==> config.mk <==
export PLATFORM = sky130hd
export DESIGN_NAME = pipe_skid_stage
export DESIGN_NICKNAME = d
export VERILOG_FILES = /design/src/rtl/pipe_skid_stage.sv
export SDC_FILE = /design/constraint.sdc
export NUM_CORES = 1
export LEC_CHECK = 0
export ABC_AREA = 1
export ABC_CLOCK_PERIOD_IN_PS = 6350
export BUFFER_PORTS_ARGS = -buffer_cell sky130_fd_sc_hd__buf_2
export CORE_MARGIN = 3
export CORE_UTILIZATION = 50
export CTS_CLUSTER_SIZE = 40
export DETAILED_ROUTE_END_ITERATION = 16
export PLACE_DENSITY = 0.74
export SETUP_SLACK_MARGIN = 0.02
export SYNTH_ARGS = -nofsm -noshare
export SYNTH_HDL_FRONTEND = slang
export SYNTH_SLANG_ARGS = --single-unit
export TNS_END_PERCENT = 5
==> constraint.sdc <==
create_clock -name clk -period 6.35 [get_ports clk]
set_input_delay 0.3175 -clock clk [delete_from_list [all_inputs] [get_ports clk]]
set_output_delay 0.3175 -clock clk [all_outputs]
set_load 0.1 [all_outputs]
==> src/rtl/pipe_skid_stage.sv <==
`default_nettype none
// ============================================================================
// Module      : pipe_skid_stage
// Description : Two-entry registered skid buffer for a fetch/decode pipeline
//               boundary, with flush and a saturating count of flushed entries.
// Revision    : 1.0 - initial release
// ============================================================================
module pipe_skid_stage #(
    parameter int                 DATA_W     = 64,
    parameter logic [DATA_W-1:0]  BUBBLE_VAL = DATA_W'(64'h0000_0000_0000_0013),
    parameter int                 CNT_W      = 8
) (
    input  logic              clk,
    input  logic              rst,
    input  logic              in_valid,
    output logic              in_ready,
    input  logic [DATA_W-1:0] in_data,
    output logic              out_valid,
    input  logic              out_ready,
    output logic [DATA_W-1:0] out_data,
    input  logic              flush,
    output logic [1:0]        level,
    output logic [CNT_W-1:0]  drop_cnt
);

    // State encoding doubles as the occupancy reported on level.
    localparam logic [1:0] c_EMPTY = 2'd0;
    localparam logic [1:0] c_ONE   = 2'd1;
    localparam logic [1:0] c_FULL  = 2'd2;

    localparam logic [CNT_W+1:0] c_CNT_MAX = {2'b00, {CNT_W{1'b1}}};

    logic [1:0]        r_state;
    logic [DATA_W-1:0] r_main;
    logic [DATA_W-1:0] r_skid;
    logic              r_in_ready;
    logic              r_out_valid;
    logic [CNT_W-1:0]  r_drop_cnt;

    logic              w_accept;
    logic              w_send;
    logic [1:0]        w_state_nxt;
    logic [DATA_W-1:0] w_main_nxt;
    logic [DATA_W-1:0] w_skid_nxt;
    logic [2:0]        w_drop_inc;
    logic [CNT_W+1:0]  w_drop_sum;
    logic [CNT_W-1:0]  w_drop_nxt;

    assign w_accept = in_valid & r_in_ready;
    assign w_send   = r_out_valid & out_ready;

    always_comb begin
        w_state_nxt = r_state;
        w_main_nxt  = r_main;
        w_skid_nxt  = r_skid;
        if (flush) begin
            w_state_nxt = c_EMPTY;
            w_main_nxt  = BUBBLE_VAL;
            w_skid_nxt  = BUBBLE_VAL;
        end else begin
            case (r_state)
                c_EMPTY: begin
                    if (w_accept) begin
                        w_state_nxt = c_ONE;
                        w_main_nxt  = in_data;
                    end
                end
                c_ONE: begin
                    if (w_accept && w_send) begin
                        w_main_nxt = in_data;
                    end else if (w_accept) begin
                        w_state_nxt = c_FULL;
                        w_skid_nxt  = in_data;
                    end else if (w_send) begin
                        w_state_nxt = c_EMPTY;
                        w_main_nxt  = BUBBLE_VAL;
                    end
                end
                c_FULL: begin
                    if (w_send) begin
                        w_state_nxt = c_ONE;
                        w_main_nxt  = r_skid;
                        w_skid_nxt  = BUBBLE_VAL;
                    end
                end
                default: begin
                    w_state_nxt = c_EMPTY;
                    w_main_nxt  = BUBBLE_VAL;
                    w_skid_nxt  = BUBBLE_VAL;
                end
            endcase
        end
    end

    // Entries lost to a flush: those held, plus one arriving, minus one leaving.
    always_comb begin
        w_drop_inc = 3'({1'b0, r_state}) + 3'(w_accept) - 3'(w_send);
        w_drop_sum = {2'b00, r_drop_cnt} + (CNT_W+2)'(w_drop_inc);
        if (w_drop_sum > c_CNT_MAX) begin
            w_drop_nxt = {CNT_W{1'b1}};
        end else begin
            w_drop_nxt = w_drop_sum[CNT_W-1:0];
        end
    end

    always_ff @(posedge clk or negedge rst) begin
        if (!rst) begin
            r_state     <= c_EMPTY;
            r_main      <= BUBBLE_VAL;
            r_skid      <= BUBBLE_VAL;
            r_in_ready  <= 1'b1;
            r_out_valid <= 1'b0;
            r_drop_cnt  <= '0;
        end else begin
            r_state     <= w_state_nxt;
            r_main      <= w_main_nxt;
            r_skid      <= w_skid_nxt;
            r_in_ready  <= (w_state_nxt != c_FULL);
            r_out_valid <= (w_state_nxt != c_EMPTY);
            if (flush) begin
                r_drop_cnt <= w_drop_nxt;
            end
        end
    end

    assign in_ready  = r_in_ready;
    assign out_valid = r_out_valid;
    assign out_data  = r_main;
    assign level     = r_state;
    assign drop_cnt  = r_drop_cnt;

endmodule
`default_nettype wire
# Word level (Yosys, flattened, before mapping)
# Cells that the tools add are included.
# totals
regBits	140
elab_cells	45
output_inout_bits	76
input_bits	69
# op_classes
add_sub_neg	3
n_eq_ne	10
magnitude_cmp	1
bitwise_logic	2
muxes	18
n_reduce_logical	5
# op_table
operator	count
64-bit two-way mux	8
64-bit case mux with 3 select lines	2
2-bit two-way mux	6
3-bit != test, second input constant	4
8-bit by 3-bit adder with 9-bit output	1
9-bit by 8-bit > comparator with 1-bit output, second input constant	1
8-bit two-way mux	1
4-bit != test, second input constant	2
4-bit AND reduction	2
2-bit case mux with 3 select lines	1
2-bit != test, second input constant	2
2-bit by 1-bit adder with 3-bit output	1
3-bit by 1-bit subtractor with 3-bit output	1
1-bit bitwise AND	2
2-bit by 1-bit equality test with 1-bit output, second input constant	1
2-bit equality test, second input constant	1
2-bit zero test	1
2-bit nonzero test	1
1-bit logical AND	1

# Logic depth before layout (Yosys ltp)
# Gate-level depths: netlist of run 1.
# depth
ltp_word	7
mapped_depth	14
mapped_depth_nobuf	14

# Least setup slack after synthesis of run 1
# No wires, ideal clock.
# synth_path
path_type	register to register
start	register r_out_valid (netlist: out_valid)
end	register r_drop_cnt[4] (netlist: drop_cnt[4])
synth_period_minus_slack_ps	3206
path_buffers	0
required_time_ps	6216
slack_ps	3144
arrival_time_ps	3072
path_stages_with_launch	14
setup_time_ps	134
cell_sequence	dfrtp_1 -> nand2_1 -> inv_1 -> ha_1 -> ha_1 -> fa_1 -> inv_1 -> fa_1 -> inv_1 -> nand2_1 -> nand2_1 -> nand2_1 -> o21ai_0 -> nand3_1
# synth_between
elab_chain_len	5
# synth_rtl
element	line	source
from (decl)	37	logic r_out_valid;
from (signal assigned)	119	r_out_valid <= (w_state_nxt != c_EMPTY);
1-bit bitwise AND *	50	assign w_send = r_out_valid & out_ready;
3-bit by 1-bit subtractor with 3-bit output *	97	w_drop_inc = 3'({1'b0, r_state}) + 3'(w_accept) - 3'(w_send);
8-bit by 3-bit adder with 9-bit output *	98	w_drop_sum = {2'b00, r_drop_cnt} + (CNT_W+2)'(w_drop_inc);
9-bit by 8-bit > comparator with 1-bit output	99	if (w_drop_sum > c_CNT_MAX) begin
8-bit two-way mux *	99	
to (signal assigned)	121	r_drop_cnt <= w_drop_nxt;
to (decl)	38	logic [CNT_W-1:0] r_drop_cnt;
# Mark *: on every way between the ends. The rest lies on a longest branch, timed or not.
# A chain may end at the register's enable or synchronous reset.

# Worst setup path after layout of run 1
# layout_path
start	register r_out_valid (netlist: out_valid)
end	register r_skid[47]
# layout_between
elab_chain_len	4
elab_cells_between_ends	5
cone_classes	2 x eq/ne; 1 x bitwise; 2 x reduce/logical
# layout_rtl
element	line	source
1-bit bitwise AND *	50	
1-bit logical AND	69	if (w_accept && w_send) begin
3-bit != test (no source line)	n/a	
4-bit AND reduction (no source line) *	n/a	
to (signal assigned)	117	r_skid <= w_skid_nxt;
to (decl)	35	logic [DATA_W-1:0] r_skid;
# Marked as above.

==> results of run 1 <==
state kept, by name, indices dropped and copies added (netlist names):
signal,cells
r_skid,64
level,2
out_valid,1
in_ready,1
out_data,64
drop_cnt,8
critical path: stages (launching register included):
cell and delay (ns):
dfrtp_1 0.39, nand2_1 0.16, inv_1 0.09, ha_1 0.20, inv_1 0.09, nand2_2 0.36, o21ai_0 0.44, nand2_4 0.65
o21ai_0 0.47
layout make-up:
cell class | count | area share
flip-flops and latches | 140 | 0.435
repair buffers | 152 | 0.0978
well taps | 172 | 0.0266
clock inverters | 8 | 0.0143
clock buffers | 24 | 0.0584
multi-input cells | 660 | 0.356
inverters | 25 | 0.0116
cell usage after synthesis (all sizes together):
library cell,n,share of area
o21ai,71,0.052
clkbuf,18,0.011
ha,5,0.0092
fa,2,0.0059
nand2,424,0.23
dfstp,7,0.027
nand4,4,0.0037
buf,43,0.035
dfrtp,133,0.49
nor2,14,0.012
nand3,76,0.057
a21oi,62,0.046
inv,25,0.014
xnor2,1,0.0013
o22ai,1,0.00092
per-layer routing:
layer / wire, um / GRT usage / up-vias / part of all wire
met2: 7640 / 0.350 / 214 / 0.45
met4: 163 / 0.0819 / 0 / 0.0097
met3: 1190 / 0.0567 / 15 / 0.070
met5: 0 / 0 / - / 0
li1: - / - / 3047 / -
met1: 7880 / 0.336 / 2887 / 0.47
placed cells by master, fill, tap and decap left out, types with 3 or more instances in the layout:
cell and instances:
a21oi_1 62, buf_2 143, buf_4 7, bufinv_16 3, clkbuf_1 5, clkbuf_16 17, clkinv_2 5, dfrtp_1 133
dfstp_2 7, ha_1 5, inv_1 23, nand2_1 422, nand3_1 75, nand4_1 4, nor2_1 11, o21ai_0 60
o21ai_1 11
worst paths after layout:
kind                                  start      endpoint  slack [ns]  cells after the start
worst min-delay path            in_data[55]    r_skid[55]        0.16                      3
worst max register to register    out_valid    r_skid[47]        3.32                      8
worst min register to register  out_data[4]   out_data[4]        0.47                      2
worst max-delay path              out_valid    r_skid[47]        3.32                      8
min in group asynchronous               rst  out_data[24]        0.42                      2
max in group asynchronous               rst  out_data[47]        4.44                      3
metrics by stage:
step / instances / cell area, sq um / hold WS (ns)
after floorplan: 886 / 6790 / 0.0219
after global placement: 1148 / 7480 / 0.305
after detailed placement: 1148 / 7480 / 0.314
after CTS: 1181 / 8080 / 0.146
after global routing: 1181 / 8080 / 0.155
final: 1181 / 8080 / 0.159
kinds of logic (layout without fill, tap and decap cells):
kind of cell / Yosys count / in the layout / synth area share
fa+ha+maj: 7 / 7 / 0.0151
xor+xnor: 1 / 1 / 0.00129
flops: 140 / 140 / 0.518
simple gates: 518 / 518 / 0.307
compound gates: 134 / 134 / 0.0990
buf+inv: 86 / 209 / 0.0599
==> flow_metrics.py, run 1 <==
metrics = {
    "route": {
        "routed_wl_um": 16900,
        "drc": 0,
        "via_per_inst": 5.22,
        "postRouteAntennaNets": 0,
        "drtIter0Drc": 564,
        "route.vias.total": 6163,
        "avgRoutedWirePerCell_um": 14.3,
        "dr.pass1.iters": 5,
    },
    "clocking": {
        "cts-resized-gates": 0,
        "clkSinkCount": 140,
        "clk_latency_ns": 0.42,
        "clkTransAtPathRegs_ns": 0.06,
        "h-tree-depth": 4,
        "cts_buffers": 17,
        "cts_tree": "done",
        "hold_buffers": 1,
        "clockBufferDepth": 2,
        "cts_root_buf": "clkbuf_16",
        "post_cts_buffers": 0,
    },
    "global_routing": {
        "grtUsageTotal": 0.234,
        "grt_pass1_vias": 5699,
        "overflow": 0,
        "grt_pass1_wl_um": 27900,
        "grt_max_degree": 129,
        "antenna_found_initial": 0,
    },
    "sta": {
        "hold_viol": 0,
        "max_freq_ghz": 0.330,
        "period_needed_ns": 3.03,
        "worst_slack_ns": 3.32,
        "slew_headroom": 0.236,
        "skew_ns": 0.00984,
        "rsz0062_at_grt": "false",
        "final.setup.tns_ns": 0,
        "slew_viol_final": 0,
        "min_period_over_period": 0.477,
        "setup_violations": 0,
        "worst_pin_slew_ns": 1.15,
    },
    "finish": {
        "n_antenna_cell": 0,
        "fillers": 1172,
        "finalNetCount": 1072,
        "multi_input_area_sq_mm": 0.00288,
        "layout-drive-gt1-share": 0.191,
        "regArea_sq_mm": 0.00351,
        "area.growth.synth_to_final_pct": 19.0,
        "final_core_util": 0.625,
    },
    "setup_path": {
        "criticalPathCategory": "flip-flop to flip-flop",
        "cp.required_ns": 6.64,
        "cp-start-kind": "flip-flop",
        "critPathCaptureType": "flip-flop",
        "critPathArrivalTime_ns": 3.32,
        "cp_max_fo": 128,
    },
    "die": {
        "io_pins": 145,
        "die_area_sq_mm": 0.0150,
        "row_count": 41,
        "core_area_sq_mm": 0.0129,
        "die_width_um": 122,
        "die_h_um": 122,
        "initial_core_util": 0.525,
    },
    "place": {
        "dp_hpwl_um": 10400,
        "numPortBuffers": 144,
        "dp_slack_ns": 3.33,
        "gp_congestion": 0.817,
    },
    "job": {
        "maxCapViolCount": 0,
    },
    "status": {
        "status": "finished clean",
    },
    "logic_synthesis": {
        "syn_area_sq_mm": 0.00679,
        "ys_seq_area_frac": 0.518,
        "ys_types": 25,
        "ys_ff_latch": 140,
        "syn_inst": 886,
        "ys_warn_count": 0,
        "syn-mean-instance-area_sq_um": 7.66,
        "syn_nets": 962,
    },
    "worst_hold_path": {
        "min_path_type": "input pin to flip-flop",
    },
}
Power of run 1 is left out: the tool's default activity adds up to more than one toggle a clock period on the data nets, which glitch-free logic cannot reach.
==> inputs of run 2 (changes only) <==
--- a/config.mk
+++ b/config.mk
@@ -6,7 +6,7 @@
 export NUM_CORES = 1
 export LEC_CHECK = 0
 export ABC_AREA = 1
-export ABC_CLOCK_PERIOD_IN_PS = 6350
+export ABC_CLOCK_PERIOD_IN_PS = 3000
 export BUFFER_PORTS_ARGS = -buffer_cell sky130_fd_sc_hd__buf_2
 export CORE_MARGIN = 3
 export CORE_UTILIZATION = 50
==> constraint.sdc (replaced) <==
create_clock -name clk -period 3 [get_ports clk]
set_input_delay 0.15 -clock clk [delete_from_list [all_inputs] [get_ports clk]]
set_output_delay 0.15 -clock clk [all_outputs]
set_load 0.1 [all_outputs]
==> flow_metrics.py, run 2 (synthesis gave the netlist of run 1 again) <==
metrics = {
    "die": {
        "initial_core_util": 0.525,
        "die_h_um": 122,
        "core_area_sq_mm": 0.0129,
        "die_area_sq_mm": 0.0150,
        "row_count": 41,
        "die_width_um": 122,
        "io_pins": 145,
    },
    "clocking": {
        "cts_root_buf": "clkbuf_16",
        "clkSinkCount": 140,
        "h-tree-depth": 4,
        "clkTransAtPathRegs_ns": 0.05,
        "cts_buffers": 17,
        "cts_tree": "done",
        "clockBufferDepth": 2,
        "clk_latency_ns": 0.42,
    },
    "finish": {
        "area.growth.synth_to_final_pct": 25.0,
        "fillers": 1139,
        "final_core_util": 0.656,
        "n_antenna_cell": 0,
        "finalNetCount": 1110,
        "final_common_cell": "nand2_1",
        "layout_common_cells": "nand2_1 (420), buf_2 (143), dfrtp_1 (131), nand3_1 (75), a21oi_1 (62)",
        "layout-drive-gt1-share": 0.204,
    },
    "job": {
        "maxCapViolCount": 0,
    },
    "route": {
        "via_per_inst": 5.19,
        "drtIter0Drc": 713,
        "avgRoutedWirePerCell_um": 14.4,
        "route.vias.total": 6332,
        "drc": 0,
        "postRouteAntennaNets": 0,
        "dr.pass1.iters": 6,
        "routed_wl_um": 17500,
    },
    "setup_path": {
        "cp-start-kind": "flip-flop",
        "cp.required_ns": 3.35,
        "max_stage_delay_ns": 0.62,
        "cp_slowest_cell": "dfstp_4",
        "critPathArrivalTime_ns": 3.18,
        "cp_max_fo": 6,
        "critPathCaptureType": "flip-flop",
        "crit_top_cell": "inv_2",
        "criticalPathCategory": "flip-flop to flip-flop",
        "crit_chain": "nand2_4 -> inv_2 -> ha_1 -> ha_2 -> fa_1 -> inv_1 -> fa_2 -> inv_2 -> nand2_1 -> nand2_2 -> nand4_1 -> buf_4 -> nand3_1",
    },
    "worst_hold_path": {
        "min_path_type": "input pin to flip-flop",
    },
    "sta": {
        "period_needed_ns": 2.83,
        "skew_ns": 0.00819,
        "hold_viol": 0,
        "setup_violations": 0,
        "min_period_over_period": 0.944,
        "rsz0062_at_grt": "false",
        "worst_pin_slew_ns": 0.758,
        "max_freq_ghz": 0.353,
        "slew_viol_final": 0,
        "slew_headroom": 0.495,
        "final.setup.tns_ns": 0,
    },
    "global_routing": {
        "grt_max_degree": 82,
        "antenna_found_initial": 1,
        "overflow": 0,
        "grt_pass1_vias": 5900,
        "grtUsageTotal": 0.241,
        "grt_pass1_wl_um": 28700,
    },
    "place": {
        "dp_hpwl_um": 10600,
        "numPortBuffers": 144,
        "gp_congestion": 0.838,
    },
    "status": {
        "status": "finished clean",
    },
}
## run 2: changes by cell type in the layout (fill, tap and decap cells not counted), sizes merged
cell	change
dlygate4sd3	+27
buf	+11
bufinv	-2
clkbuf	+2
## run 2: cell type report
| cell class | instances | area [sq um] | share of cell area |
|---|---|---|---|
| clock buffers | 26 | 519 | 0.0612 |
| clock inverters | 6 | 58.8 | 0.00694 |
| inverters | 25 | 93.8 | 0.0111 |
| multi-input cells | 660 | 2890 | 0.341 |
| flip-flops and latches | 140 | 3520 | 0.415 |
| well taps | 172 | 215 | 0.0254 |
| repair buffers | 190 | 1180 | 0.139 |
## run 2: what timing repair did
item,CTS,global route
hold endpoints to repair,106,0
setup endpoints to repair,1,7
pin swaps,0,2
hold buffers,28,0
resized for setup,0,7
setup buffers,2,1
## run 2: worst paths after layout
path	start	endpoint	slack (ns)	cells past startpoint
min reg2reg	out_data[28]	out_data[28]	0.47	2
max	in_ready	drop_cnt[5]	0.17	13
min	in_data[19]	r_skid[19]	0.01	3
max reg2reg	in_ready	drop_cnt[5]	0.17	13
max in group asynchronous	rst	out_data[0]	1.82	3
min in group asynchronous	rst	out_data[20]	0.33	2
## run 2: metrics by stage
| stage | instance area, sq um | hold slack, ns | cells | worst slack, ns |
|---|---|---|---|---|
| after floorplan | 6790 | -0.146 | 886 | 0.0485 |
| after global placement | 7590 | 0.242 | 1156 | 0.108 |
| after detailed placement | 7590 | 0.245 | 1156 | 0.0255 |
| after CTS | 8460 | 0.00106 | 1218 | 0.0992 |
| after global routing | 8480 | 0.0107 | 1219 | 0.0158 |
| final | 8480 | 0.0134 | 1219 | 0.168 |
## run 2: layer usage
layer / part of all wire / wire length, um / track usage / vias up
met5: 0.00068 / 12 / 0 / -
met4: 0.018 / 309 / 0.0854 / 2
met2: 0.47 / 8180 / 0.386 / 228
met3: 0.063 / 1100 / 0.0525 / 30
met1: 0.45 / 7930 / 0.326 / 2949
li1: - / - / - / 3123
## run 2: critical path: cells and delay by family, from the launching register on
| kind | cells | cell delay (ns) |
|---|---|---|
| flops | 1 | 0.62 |
| buf+inv | 4 | 0.40 |
| fa+ha+maj | 4 | 1.33 |
| simple gates | 5 | 0.42 |
Power of run 2 is left out for the same reason.
==> inputs of run 3 (changes only) <==
--- a/config.mk
+++ b/config.mk
@@ -13,8 +13,8 @@
 export CTS_CLUSTER_SIZE = 40
 export DETAILED_ROUTE_END_ITERATION = 16
 export PLACE_DENSITY = 0.74
+export RECOVER_POWER = 50
 export SETUP_SLACK_MARGIN = 0.02
 export SYNTH_ARGS = -nofsm -noshare
 export SYNTH_HDL_FRONTEND = slang
 export SYNTH_SLANG_ARGS = --single-unit
-export TNS_END_PERCENT = 5
==> flow_metrics.py, run 3 (synthesis gave the netlist of run 1 again) <==
metrics = {
    "route": {
        "drc": 0,
        "route.vias.total": 6324,
        "dr.pass1.iters": 6,
        "routed_wl_um": 17500,
        "via_per_inst": 5.19,
        "drtIter0Drc": 736,
        "postRouteAntennaNets": 0,
        "avgRoutedWirePerCell_um": 14.4,
    },
    "clocking": {
        "clk_latency_ns": 0.42,
        "clkTransAtPathRegs_ns": 0.05,
        "clkSinkCount": 140,
        "cts_buffers": 17,
        "cts_root_buf": "clkbuf_16",
        "h-tree-depth": 4,
        "cts_tree": "done",
        "clockBufferDepth": 2,
    },
    "sta": {
        "min_period_over_period": 0.943,
        "worst_pin_slew_ns": 2.05,
        "slew_viol_final": 81,
        "final.setup.tns_ns": 0,
        "rsz0062_at_grt": "false",
        "hold_viol": 0,
        "period_needed_ns": 2.83,
        "setup_violations": 0,
        "skew_ns": 0.00866,
        "slew_headroom": -0.367,
        "max_freq_ghz": 0.354,
    },
    "worst_hold_path": {
        "hold_end": "r_skid[19]",
        "min_path_type": "input pin to flip-flop",
        "holdCritStartpoint": "in_data[19]",
        "min_path_cells": 3,
    },
    "setup_path": {
        "cp.required_ns": 3.35,
        "critPathCaptureType": "flip-flop",
        "crit_top_cell": "inv_2",
        "criticalPathCategory": "flip-flop to flip-flop",
        "r2r_cells": 13,
        "critPathBufInv": 4,
        "max_stage_delay_ns": 0.62,
        "cp_slowest_cell": "dfstp_4",
        "critPathTopFamily": "adder cells",
        "critPathArrivalTime_ns": 3.18,
        "reg2reg_from": "in_ready",
        "cp_max_fo": 6,
        "crit_chain": "nand2_4 -> inv_2 -> ha_1 -> ha_2 -> fa_1 -> inv_1 -> fa_2 -> inv_2 -> nand2_1 -> nand2_2 -> nand4_1 -> buf_4 -> nand3_1",
        "r2r_setup_slack_ns": 0.17,
        "cp-start-kind": "flip-flop",
        "r2r-end": "drop_cnt[5]",
    },
    "finish": {
        "layout-drive-gt1-share": 0.168,
        "instances_no_fill": 1219,
        "final_common_cell": "nand2_1",
        "multi_input_area_sq_mm": 0.00289,
        "layout_common_cells": "nand2_1 (420), dfrtp_1 (131), buf_2 (105), nand3_1 (75), a21oi_1 (62)",
        "regArea_sq_mm": 0.00352,
        "finalNetCount": 1110,
        "n_antenna_cell": 0,
        "fillers": 1166,
        "area.growth.synth_to_final_pct": 24.2,
    },
    "die": {
        "core_area_sq_mm": 0.0129,
        "row_count": 41,
        "initial_core_util": 0.525,
        "die_area_sq_mm": 0.0150,
        "die_width_um": 122,
        "die_h_um": 122,
        "io_pins": 145,
    },
    "global_routing": {
        "grt_pass1_wl_um": 28700,
        "grt_pass1_vias": 5900,
        "grtUsageTotal": 0.241,
        "antenna_found_initial": 1,
        "grt_max_degree": 82,
        "overflow": 0,
    },
    "job": {
        "maxCapViolCount": 1,
    },
    "status": {
        "violations": "max-capacitance violations, max-slew violations",
        "status": "finished with violations",
    },
    "place": {
        "numPortBuffers": 144,
        "gp_congestion": 0.838,
        "dp_hpwl_um": 10600,
        "placed_cells": 1156,
    },
}
==> run 3: cell type report <==
class	count	share of cell area
sequential	140	0.418
multi-input combinational	660	0.343
timing repair buffer	190	0.134
clock buffer	26	0.0616
tap	172	0.0255
inverter	25	0.0111
clock inverter	6	0.00698
==> run 3: worst register-to-register path, delay by kind of cell (launching register included) <==
family        cells  cell delay, ns
fa+ha+maj         4            1.32
buf+inv           4            0.40
flops             1            0.62
simple gates      5            0.42
==> run 3: per-layer routing <==
metal / routed length [um] / global-route usage
met5: 12 / 0
met4: 299 / 0.0854
met3: 1010 / 0.0525
met2: 8240 / 0.386
met1: 7950 / 0.326
==> run 3: timing repair <==
| item | CTS | global route |
|---|---|---|
| endpoints found under the hold margin | 106 | 0 |
| setup buffers | 2 | 1 |
| hold buffers | 28 | 0 |
| setup endpoints to repair | 1 | 7 |
| pin swaps | 0 | 2 |
| resized for setup | 0 | 7 |
| gates cloned | 0 | 0 |
==> run 3: stage by stage <==
stage	cell area, sq um	worst slack [ns]	hold slack, ns	util
floorplan	6790	0.0485	-0.146	-
global placement	7590	0.108	0.242	0.587
detailed placement	7590	0.0255	0.245	0.587
CTS	8460	0.0992	0.00106	0.654
global route	8430	0.0158	0.0107	0.652
finish	8430	0.172	0.0142	0.652
==> run 3: how the worst max path moves through the flow <==
stage | endpoint | cells after the start | slack (ns) | startpoint
6_report | drop_cnt[5] | 13 | 0.17 | in_ready
5_1_grt | drop_cnt[5] | 13 | 0.02 | in_ready
4_1_cts | drop_cnt[4] | 13 | 0.1 | in_ready
3_5_place_dp | drop_cnt[0] | 12 | 0.03 | in_ready
3_3_place_gp | drop_cnt[5] | 12 | 0.11 | in_ready
2_1_floorplan | drop_cnt[4] | 13 | 0.05 | in_ready
Power of run 3 is left out for the same reason.
